[src/rtl/dmem_arbiter_if.sv]
// rtl/dmem_arbiter_if.sv - requester and memory-side signal bundle for dmem_arbiter
interface dmem_arbiter_if #(
    parameter int DATA_WIDTH    = 64,
    parameter int ADDRESS_WIDTH = 6
);
    logic                     p0_req;
    logic                     p0_we;
    logic [1:0]               p0_select;
    logic [ADDRESS_WIDTH-1:0] p0_addr;
    logic [DATA_WIDTH-1:0]    p0_wdata;
    logic                     p0_gnt;
    logic                     p0_valid;
    logic [DATA_WIDTH-1:0]    p0_rdata;
    logic                     p0_err;

    logic                     p1_req;
    logic                     p1_we;
    logic [1:0]               p1_select;
    logic [ADDRESS_WIDTH-1:0] p1_addr;
    logic [DATA_WIDTH-1:0]    p1_wdata;
    logic                     p1_gnt;
    logic                     p1_valid;
    logic [DATA_WIDTH-1:0]    p1_rdata;
    logic                     p1_err;

    logic [ADDRESS_WIDTH-1:0] mem_address;
    logic [DATA_WIDTH-1:0]    mem_write_data;
    logic                     mem_memorywrite;
    logic                     mem_memoryread;
    logic [1:0]               mem_select;
    logic [DATA_WIDTH-1:0]    mem_read_data;
    logic                     mem_unalign;

    modport slave (
        input  p0_req, p0_we, p0_select, p0_addr, p0_wdata,
        output p0_gnt, p0_valid, p0_rdata, p0_err,
        input  p1_req, p1_we, p1_select, p1_addr, p1_wdata,
        output p1_gnt, p1_valid, p1_rdata, p1_err,
        output mem_address, mem_write_data, mem_memorywrite, mem_memoryread, mem_select,
        input  mem_read_data, mem_unalign
    );

    modport master (
        output p0_req, p0_we, p0_select, p0_addr, p0_wdata,
        input  p0_gnt, p0_valid, p0_rdata, p0_err,
        output p1_req, p1_we, p1_select, p1_addr, p1_wdata,
        input  p1_gnt, p1_valid, p1_rdata, p1_err,
        input  mem_address, mem_write_data, mem_memorywrite, mem_memoryread, mem_select,
        output mem_read_data, mem_unalign
    );
endinterface

[src/rtl/dmem_arbiter.sv]
// rtl/dmem_arbiter.sv - two-port round-robin data memory arbiter and access sequencer
module dmem_arbiter #(
    parameter int DATA_WIDTH    = 64,
    parameter int ADDRESS_WIDTH = 6
) (
    input  logic          clk,
    input  logic          rst_n,
    dmem_arbiter_if.slave bus
);
    typedef enum logic [1:0] {
        IDLE   = 2'd0,
        ACCESS = 2'd1,
        RESP   = 2'd2
    } state_t;

    state_t                   state_q, state_d;
    logic                     last_winner_q, last_winner_d;
    logic                     win_q, win_d;
    logic                     we_q, we_d;
    logic [1:0]               sel_q, sel_d;
    logic [ADDRESS_WIDTH-1:0] addr_q, addr_d;
    logic [DATA_WIDTH-1:0]    wdata_q, wdata_d;
    logic                     mis_q, mis_d;
    logic [DATA_WIDTH-1:0]    rdata_q, rdata_d;
    logic                     err_q, err_d;

    logic                     any_req;
    logic                     pick;
    logic                     pick_we;
    logic [1:0]               pick_sel;
    logic [ADDRESS_WIDTH-1:0] pick_addr;
    logic [DATA_WIDTH-1:0]    pick_wdata;
    logic                     pick_mis;

    logic                     gnt0, gnt1, val0, val1;
    logic                     m_wr, m_rd;
    logic [ADDRESS_WIDTH-1:0] m_addr;
    logic [DATA_WIDTH-1:0]    m_wdata;
    logic [1:0]               m_sel;

    // Contention goes to the port that did not win last; a lone request always wins.
    always_comb begin
        any_req    = bus.p0_req | bus.p1_req;
        pick       = (bus.p0_req && bus.p1_req) ? ~last_winner_q : bus.p1_req;
        pick_we    = pick ? bus.p1_we     : bus.p0_we;
        pick_sel   = pick ? bus.p1_select : bus.p0_select;
        pick_addr  = pick ? bus.p1_addr   : bus.p0_addr;
        pick_wdata = pick ? bus.p1_wdata  : bus.p0_wdata;
        case (pick_sel)
            2'b00:   pick_mis = 1'b0;
            2'b01:   pick_mis = pick_addr[0];
            2'b10:   pick_mis = |pick_addr[1:0];
            default: pick_mis = |pick_addr[2:0];
        endcase
    end

    always_comb begin
        state_d       = state_q;
        last_winner_d = last_winner_q;
        win_d         = win_q;
        we_d          = we_q;
        sel_d         = sel_q;
        addr_d        = addr_q;
        wdata_d       = wdata_q;
        mis_d         = mis_q;
        rdata_d       = rdata_q;
        err_d         = err_q;
        gnt0          = 1'b0;
        gnt1          = 1'b0;
        val0          = 1'b0;
        val1          = 1'b0;
        m_wr          = 1'b0;
        m_rd          = 1'b0;
        m_addr        = '0;
        m_wdata       = '0;
        m_sel         = 2'b00;

        case (state_q)
            IDLE: begin
                if (any_req) begin
                    win_d         = pick;
                    last_winner_d = pick;
                    we_d          = pick_we;
                    sel_d         = pick_sel;
                    addr_d        = pick_addr;
                    wdata_d       = pick_wdata;
                    mis_d         = pick_mis;
                    state_d       = ACCESS;
                end
            end
            ACCESS: begin
                gnt0    = ~win_q;
                gnt1    = win_q;
                m_addr  = addr_q;
                m_sel   = sel_q;
                m_wdata = wdata_q;
                m_wr    = we_q & ~mis_q;
                m_rd    = ~we_q & ~mis_q;
                rdata_d = m_rd ? bus.mem_read_data : '0;
                err_d   = mis_q | (m_rd & bus.mem_unalign);
                state_d = RESP;
            end
            RESP: begin
                val0    = ~win_q;
                val1    = win_q;
                state_d = IDLE;
            end
            default: state_d = IDLE;
        endcase

        // Gating on rst_n keeps a reset in ACCESS from committing a store.
        if (!rst_n) begin
            gnt0    = 1'b0;
            gnt1    = 1'b0;
            val0    = 1'b0;
            val1    = 1'b0;
            m_wr    = 1'b0;
            m_rd    = 1'b0;
            m_addr  = '0;
            m_wdata = '0;
            m_sel   = 2'b00;
        end
    end

    always_ff @(posedge clk) begin
        if (!rst_n) begin
            state_q       <= IDLE;
            last_winner_q <= 1'b1;
            win_q         <= 1'b0;
            we_q          <= 1'b0;
            sel_q         <= 2'b00;
            addr_q        <= '0;
            wdata_q       <= '0;
            mis_q         <= 1'b0;
            rdata_q       <= '0;
            err_q         <= 1'b0;
        end else begin
            state_q       <= state_d;
            last_winner_q <= last_winner_d;
            win_q         <= win_d;
            we_q          <= we_d;
            sel_q         <= sel_d;
            addr_q        <= addr_d;
            wdata_q       <= wdata_d;
            mis_q         <= mis_d;
            rdata_q       <= rdata_d;
            err_q         <= err_d;
        end
    end

    assign bus.p0_gnt          = gnt0;
    assign bus.p1_gnt          = gnt1;
    assign bus.p0_valid        = val0;
    assign bus.p1_valid        = val1;
    assign bus.p0_rdata        = val0 ? rdata_q : '0;
    assign bus.p1_rdata        = val1 ? rdata_q : '0;
    assign bus.p0_err          = val0 & err_q;
    assign bus.p1_err          = val1 & err_q;
    assign bus.mem_address     = m_addr;
    assign bus.mem_write_data  = m_wdata;
    assign bus.mem_memorywrite = m_wr;
    assign bus.mem_memoryread  = m_rd;
    assign bus.mem_select      = m_sel;
endmodule

[src/flat_wrapper.sv]
// flat-port wrapper written by rule: the top's interface ports become plain ports
module dmem_arbiter_flat 
#(
    parameter int DATA_WIDTH    = 64,
    parameter int ADDRESS_WIDTH = 6
)
  (clk, rst_n, bus_p0_req, bus_p0_we, bus_p0_select, bus_p0_addr, bus_p0_wdata, bus_p0_gnt, bus_p0_valid, bus_p0_rdata, bus_p0_err, bus_p1_req, bus_p1_we, bus_p1_select, bus_p1_addr, bus_p1_wdata, bus_p1_gnt, bus_p1_valid, bus_p1_rdata, bus_p1_err, bus_mem_address, bus_mem_write_data, bus_mem_memorywrite, bus_mem_memoryread, bus_mem_select, bus_mem_read_data, bus_mem_unalign);
  dmem_arbiter_if #(.DATA_WIDTH(DATA_WIDTH), .ADDRESS_WIDTH(ADDRESS_WIDTH)) bus_i ();
  input  logic clk;
  input  logic rst_n;
  input wire logic [$bits(bus_i.p0_req)-1:0] bus_p0_req;
  input wire logic [$bits(bus_i.p0_we)-1:0] bus_p0_we;
  input wire logic [$bits(bus_i.p0_select)-1:0] bus_p0_select;
  input wire logic [$bits(bus_i.p0_addr)-1:0] bus_p0_addr;
  input wire logic [$bits(bus_i.p0_wdata)-1:0] bus_p0_wdata;
  output wire logic [$bits(bus_i.p0_gnt)-1:0] bus_p0_gnt;
  output wire logic [$bits(bus_i.p0_valid)-1:0] bus_p0_valid;
  output wire logic [$bits(bus_i.p0_rdata)-1:0] bus_p0_rdata;
  output wire logic [$bits(bus_i.p0_err)-1:0] bus_p0_err;
  input wire logic [$bits(bus_i.p1_req)-1:0] bus_p1_req;
  input wire logic [$bits(bus_i.p1_we)-1:0] bus_p1_we;
  input wire logic [$bits(bus_i.p1_select)-1:0] bus_p1_select;
  input wire logic [$bits(bus_i.p1_addr)-1:0] bus_p1_addr;
  input wire logic [$bits(bus_i.p1_wdata)-1:0] bus_p1_wdata;
  output wire logic [$bits(bus_i.p1_gnt)-1:0] bus_p1_gnt;
  output wire logic [$bits(bus_i.p1_valid)-1:0] bus_p1_valid;
  output wire logic [$bits(bus_i.p1_rdata)-1:0] bus_p1_rdata;
  output wire logic [$bits(bus_i.p1_err)-1:0] bus_p1_err;
  output wire logic [$bits(bus_i.mem_address)-1:0] bus_mem_address;
  output wire logic [$bits(bus_i.mem_write_data)-1:0] bus_mem_write_data;
  output wire logic [$bits(bus_i.mem_memorywrite)-1:0] bus_mem_memorywrite;
  output wire logic [$bits(bus_i.mem_memoryread)-1:0] bus_mem_memoryread;
  output wire logic [$bits(bus_i.mem_select)-1:0] bus_mem_select;
  input wire logic [$bits(bus_i.mem_read_data)-1:0] bus_mem_read_data;
  input wire logic [$bits(bus_i.mem_unalign)-1:0] bus_mem_unalign;
  assign bus_i.p0_req = bus_p0_req;
  assign bus_i.p0_we = bus_p0_we;
  assign bus_i.p0_select = bus_p0_select;
  assign bus_i.p0_addr = bus_p0_addr;
  assign bus_i.p0_wdata = bus_p0_wdata;
  assign bus_p0_gnt = bus_i.p0_gnt;
  assign bus_p0_valid = bus_i.p0_valid;
  assign bus_p0_rdata = bus_i.p0_rdata;
  assign bus_p0_err = bus_i.p0_err;
  assign bus_i.p1_req = bus_p1_req;
  assign bus_i.p1_we = bus_p1_we;
  assign bus_i.p1_select = bus_p1_select;
  assign bus_i.p1_addr = bus_p1_addr;
  assign bus_i.p1_wdata = bus_p1_wdata;
  assign bus_p1_gnt = bus_i.p1_gnt;
  assign bus_p1_valid = bus_i.p1_valid;
  assign bus_p1_rdata = bus_i.p1_rdata;
  assign bus_p1_err = bus_i.p1_err;
  assign bus_mem_address = bus_i.mem_address;
  assign bus_mem_write_data = bus_i.mem_write_data;
  assign bus_mem_memorywrite = bus_i.mem_memorywrite;
  assign bus_mem_memoryread = bus_i.mem_memoryread;
  assign bus_mem_select = bus_i.mem_select;
  assign bus_i.mem_read_data = bus_mem_read_data;
  assign bus_i.mem_unalign = bus_mem_unalign;
  dmem_arbiter #(.DATA_WIDTH(DATA_WIDTH), .ADDRESS_WIDTH(ADDRESS_WIDTH)) u_core (.clk(clk), .rst_n(rst_n), .bus(bus_i));
endmodule
[config.mk]
export PLATFORM = sky130hd
export DESIGN_NAME = dmem_arbiter_flat
export DESIGN_NICKNAME = d
export VERILOG_FILES = /design/src/rtl/dmem_arbiter_if.sv /design/src/rtl/dmem_arbiter.sv /design/src/flat_wrapper.sv
export SDC_FILE = /design/constraint.sdc
export NUM_CORES = 1
export LEC_CHECK = 0
export BUFFER_PORTS_ARGS = -buffer_cell sky130_fd_sc_hd__buf_2
export CAP_MARGIN = 15
export CORE_AREA = 2 2 165 167
export CTS_BUF_LIST = sky130_fd_sc_hd__clkbuf_8
export DETAILED_ROUTE_END_ITERATION = 8
export DIE_AREA = 0 0 167 169
export PLACE_DENSITY = 0.63
export SYNTH_ARGS = -nofsm -noshare
export SYNTH_HDL_FRONTEND = slang
export SYNTH_SLANG_ARGS = --single-unit
[constraint.sdc]
create_clock -name clk -period 1.55 [get_ports clk]
set_clock_uncertainty 0.15 [all_clocks]
set_input_delay 0.155 -clock clk [delete_from_list [all_inputs] [get_ports clk]]
set_output_delay 0.155 -clock clk [all_outputs]
set_load 0.03 [all_outputs]
==> run metrics <==
status finished with violations; failing checks setup timing; Crit Path Class register to output port; total die area roughly 0.028 mm2; routed wire length ~33,000 um; met3 WL just over 2000 um; Seq cells post-synth ~140; Most used DFF post-synth dfxtp_1; minimum clock period after layout about 2100 ps; most common cell after layout, fill and taps aside buf_2; Detail Route met2 WL 16,300 um; ranking of synthesized cells by area dfxtp_1 41%, and2_1 12%, mux2i_1 10%; Residual DRC 0; num rows 60; Vias per Instance roughly 4.8; share of the synthesized area in the top cell type 41.3%; Clock transition at path regs about 90 ps; Max transition margin 67.9%; Max Used Layer met4; Final nets ~1,600; Synth Area in Compound Gates about 17%; GP Congestion approximately 0.80; number of CTS-inserted buffers 17; LEAKAGE roughly 6.5 nW; Post-Syn Area per Cell around 9.4 um2; Post-synth EDFFs 0; RSZ-0062 raised after global routing yes; Buf+Inv Stages, Crit Path 5; initial drt markers approximately 660; Core Region 0.0265 mm2; final setup margin -562 ps; YS warnings 0; first-pass GRT wire length 48,100 um; max incr delay on CP about 350 ps; Critical Path End Type output port; adder-cell share of the synthesized area 0%; worst skew pair latency 430 ps; H-tree depth 4; most frequent cell on the critical path buf_6; CTS sink cnt about 140; cell family with most CP delay buffers and inverters; die height about 170 um; Area Growth Syn to Fin 97.9%; ys async rst share 0%; IO buf count between 400 and 500; top-level I/O count ~420; period utilisation layout 136%; Worst setup SP type register; post-synthesis simple-gate area fraction 23.9%; PwrDens between 700 and 800 mW/mm2; slowest stage cell, crit path dfxtp_2; DR WL/cell ~19 um; Critical Path RT between 1000 and 1500 ps; Synth Area in XOR/XNOR 0%; share of cells above drive strength 1 between 40 and 50%; register area share after synthesis 41.3%; clock root buffer master clkbuf_8; max frequency roughly 470 MHz; critical path arrival about 1800 ps; Max IR drop VDD between 0.4 and 0.5 mV; proportion of synthesized area in mux cells about a tenth; most frequent cells in the layout 220 x buf_2, 201 x dlygate4sd3_1, 166 x buf_6, 141 x dfxtp_1, 81 x buf_4; Die W ~170 um; DRT met1 WL 13,000 um; CP Cell Sequence nand2_2, buf_6, nor3_4, buf_6, buf_6, buf_6, and2_4, buf_6; n_diodes 0; DP Wirelength between 15,000 and 20,000 um; via count around 8,300; Final setup viols approximately 350; Overflow after GRT 0; Starting Density between 20% and 30%; initial antenna violation count 0; Synth Net Count 954; Routed Antenna Nets 0; worst r2r src u_core.state_q[1]$_SDFFE_PN0P_; CP max FO 5; Hold Vio Cnt, Final 0; Worst R2R Setup Slack -340 ps; largest family of logic cells by synthesized area simple AND/OR/NAND/NOR gates; synth unique cells 34; CTS tree yes; worst hold start bus_p0_req; worst slack at placement -170 ps; CP Launch Point u_core.state_q[1]$_SDFFE_PN0P_; Final Max Tran Viols 0; vias in the first global route 8,489; Mapped Area slightly below 0.007 mm2; cell accounting for the most synthesized area dfxtp_1; Max clock buf depth 2; GRT Util Overall about 22%; Max Cap Viol 0; Hold WC Path Type input port to register; Pre-Repair DR Iteration Count 5; total power draw 0.00970 W; cells after synthesis 739; worst-margin pin slew 478 ps; largest net degree at the start of global routing 56
[synthesized netlist by cell type, types with 2 or more instances]
| master | count |
|---|---|
| dfxtp_1 | 143 |
| and3_1 | 73 |
| buf_6 | 18 |
| a211oi_1 | 71 |
| nand2_1 | 7 |
| clkbuf_1 | 32 |
| clkbuf_2 | 8 |
| and2_1 | 130 |
| mux2i_1 | 72 |
| a21oi_1 | 9 |
| buf_2 | 12 |
| a22o_1 | 64 |
| buf_4 | 3 |
| inv_1 | 2 |
| nor2_1 | 75 |
| nor3_2 | 2 |
[metal layers]
layer / vias up / GRT usage, %
met3: 78 / 5.28
met5: - / 0
li1: 3908 / -
met1: 3923 / 24.9
met2: 440 / 36.7
met4: 0 / 12.9
[stage by stage]
| step | TNS (ps) | hold slack (ps) | area [um2] | util [%] | std cells |
|---|---|---|---|---|---|
| after floorplan | -525 | 137 | 7090 | - | 739 |
| after global placement | -21120 | 221 | 9810 | 37.0 | 1485 |
| after detailed placement | -27770 | 224 | 9810 | 37.0 | 1485 |
| after CTS | -136470 | 27.0 | 13300 | 50.3 | 1733 |
| after global routing | -165390 | 37.0 | 13700 | 51.8 | 1736 |
| final | -130280 | 58.9 | 13700 | 51.8 | 1736 |
[kinds of logic after synthesis]
family / count (synthesis)
flip-flops: 143
buffers and inverters: 78
AO/OA/AOI/OAI: 151
AND/OR/NAND/NOR: 294
multiplexers: 73
[what timing repair did]
item	CTS	global route
hold endpoints to repair	133	0
gates cloned	6	2
hold buffers	201	0
pin swaps	10	1
gates resized for setup	318	143
setup endpoints to repair	345	347
buffers inserted	10	2
[power breakdown]
group,leakage (nW),total [W],internal [W],switching [W]
Sequential,1.18,0.00426,0.00401,0.000248
Clock,0.189,0.00305,0.00147,0.00158
Combinational,5.15,0.00239,0.00128,0.00112
Total,6.52,0.00970,0.00676,0.00294
[final timing paths]
kind / endpoint / depth (start not counted)
worst max-delay path: bus_p0_rdata[20] / 8
worst min-delay path: u_core.last_winner_q$_SDFFE_PN1P_ / 5
worst max register to register: u_core.rdata_q[48]$_SDFFE_PN0N_ / 7
worst min register to register: u_core.sel_q[0]$_SDFFE_PN0P_ / 2
[cell type report]
class	instances	area [um2]
clock buffer	18	248
clock inverter	13	143
fill	2207	12800
inverter	3	11.3
multi-input combinational	518	3920
sequential	143	2870
tap	341	427
timing repair buffer	700	6110
[sequential cells by signal (all words and copies together) (netlist names), 2 cells and up]
register / count
u_core.state_q: 2
u_core.wdata_q: 64
u_core.rdata_q: 64
u_core.sel_q: 2
u_core.addr_q: 6
[worst min-delay path: cells and delay by family]
family,cells,cell delay (ps)
simple gates,2,120
buf+inv,2,250
compound gates,1,70
(Power assumes the default switching activity.)
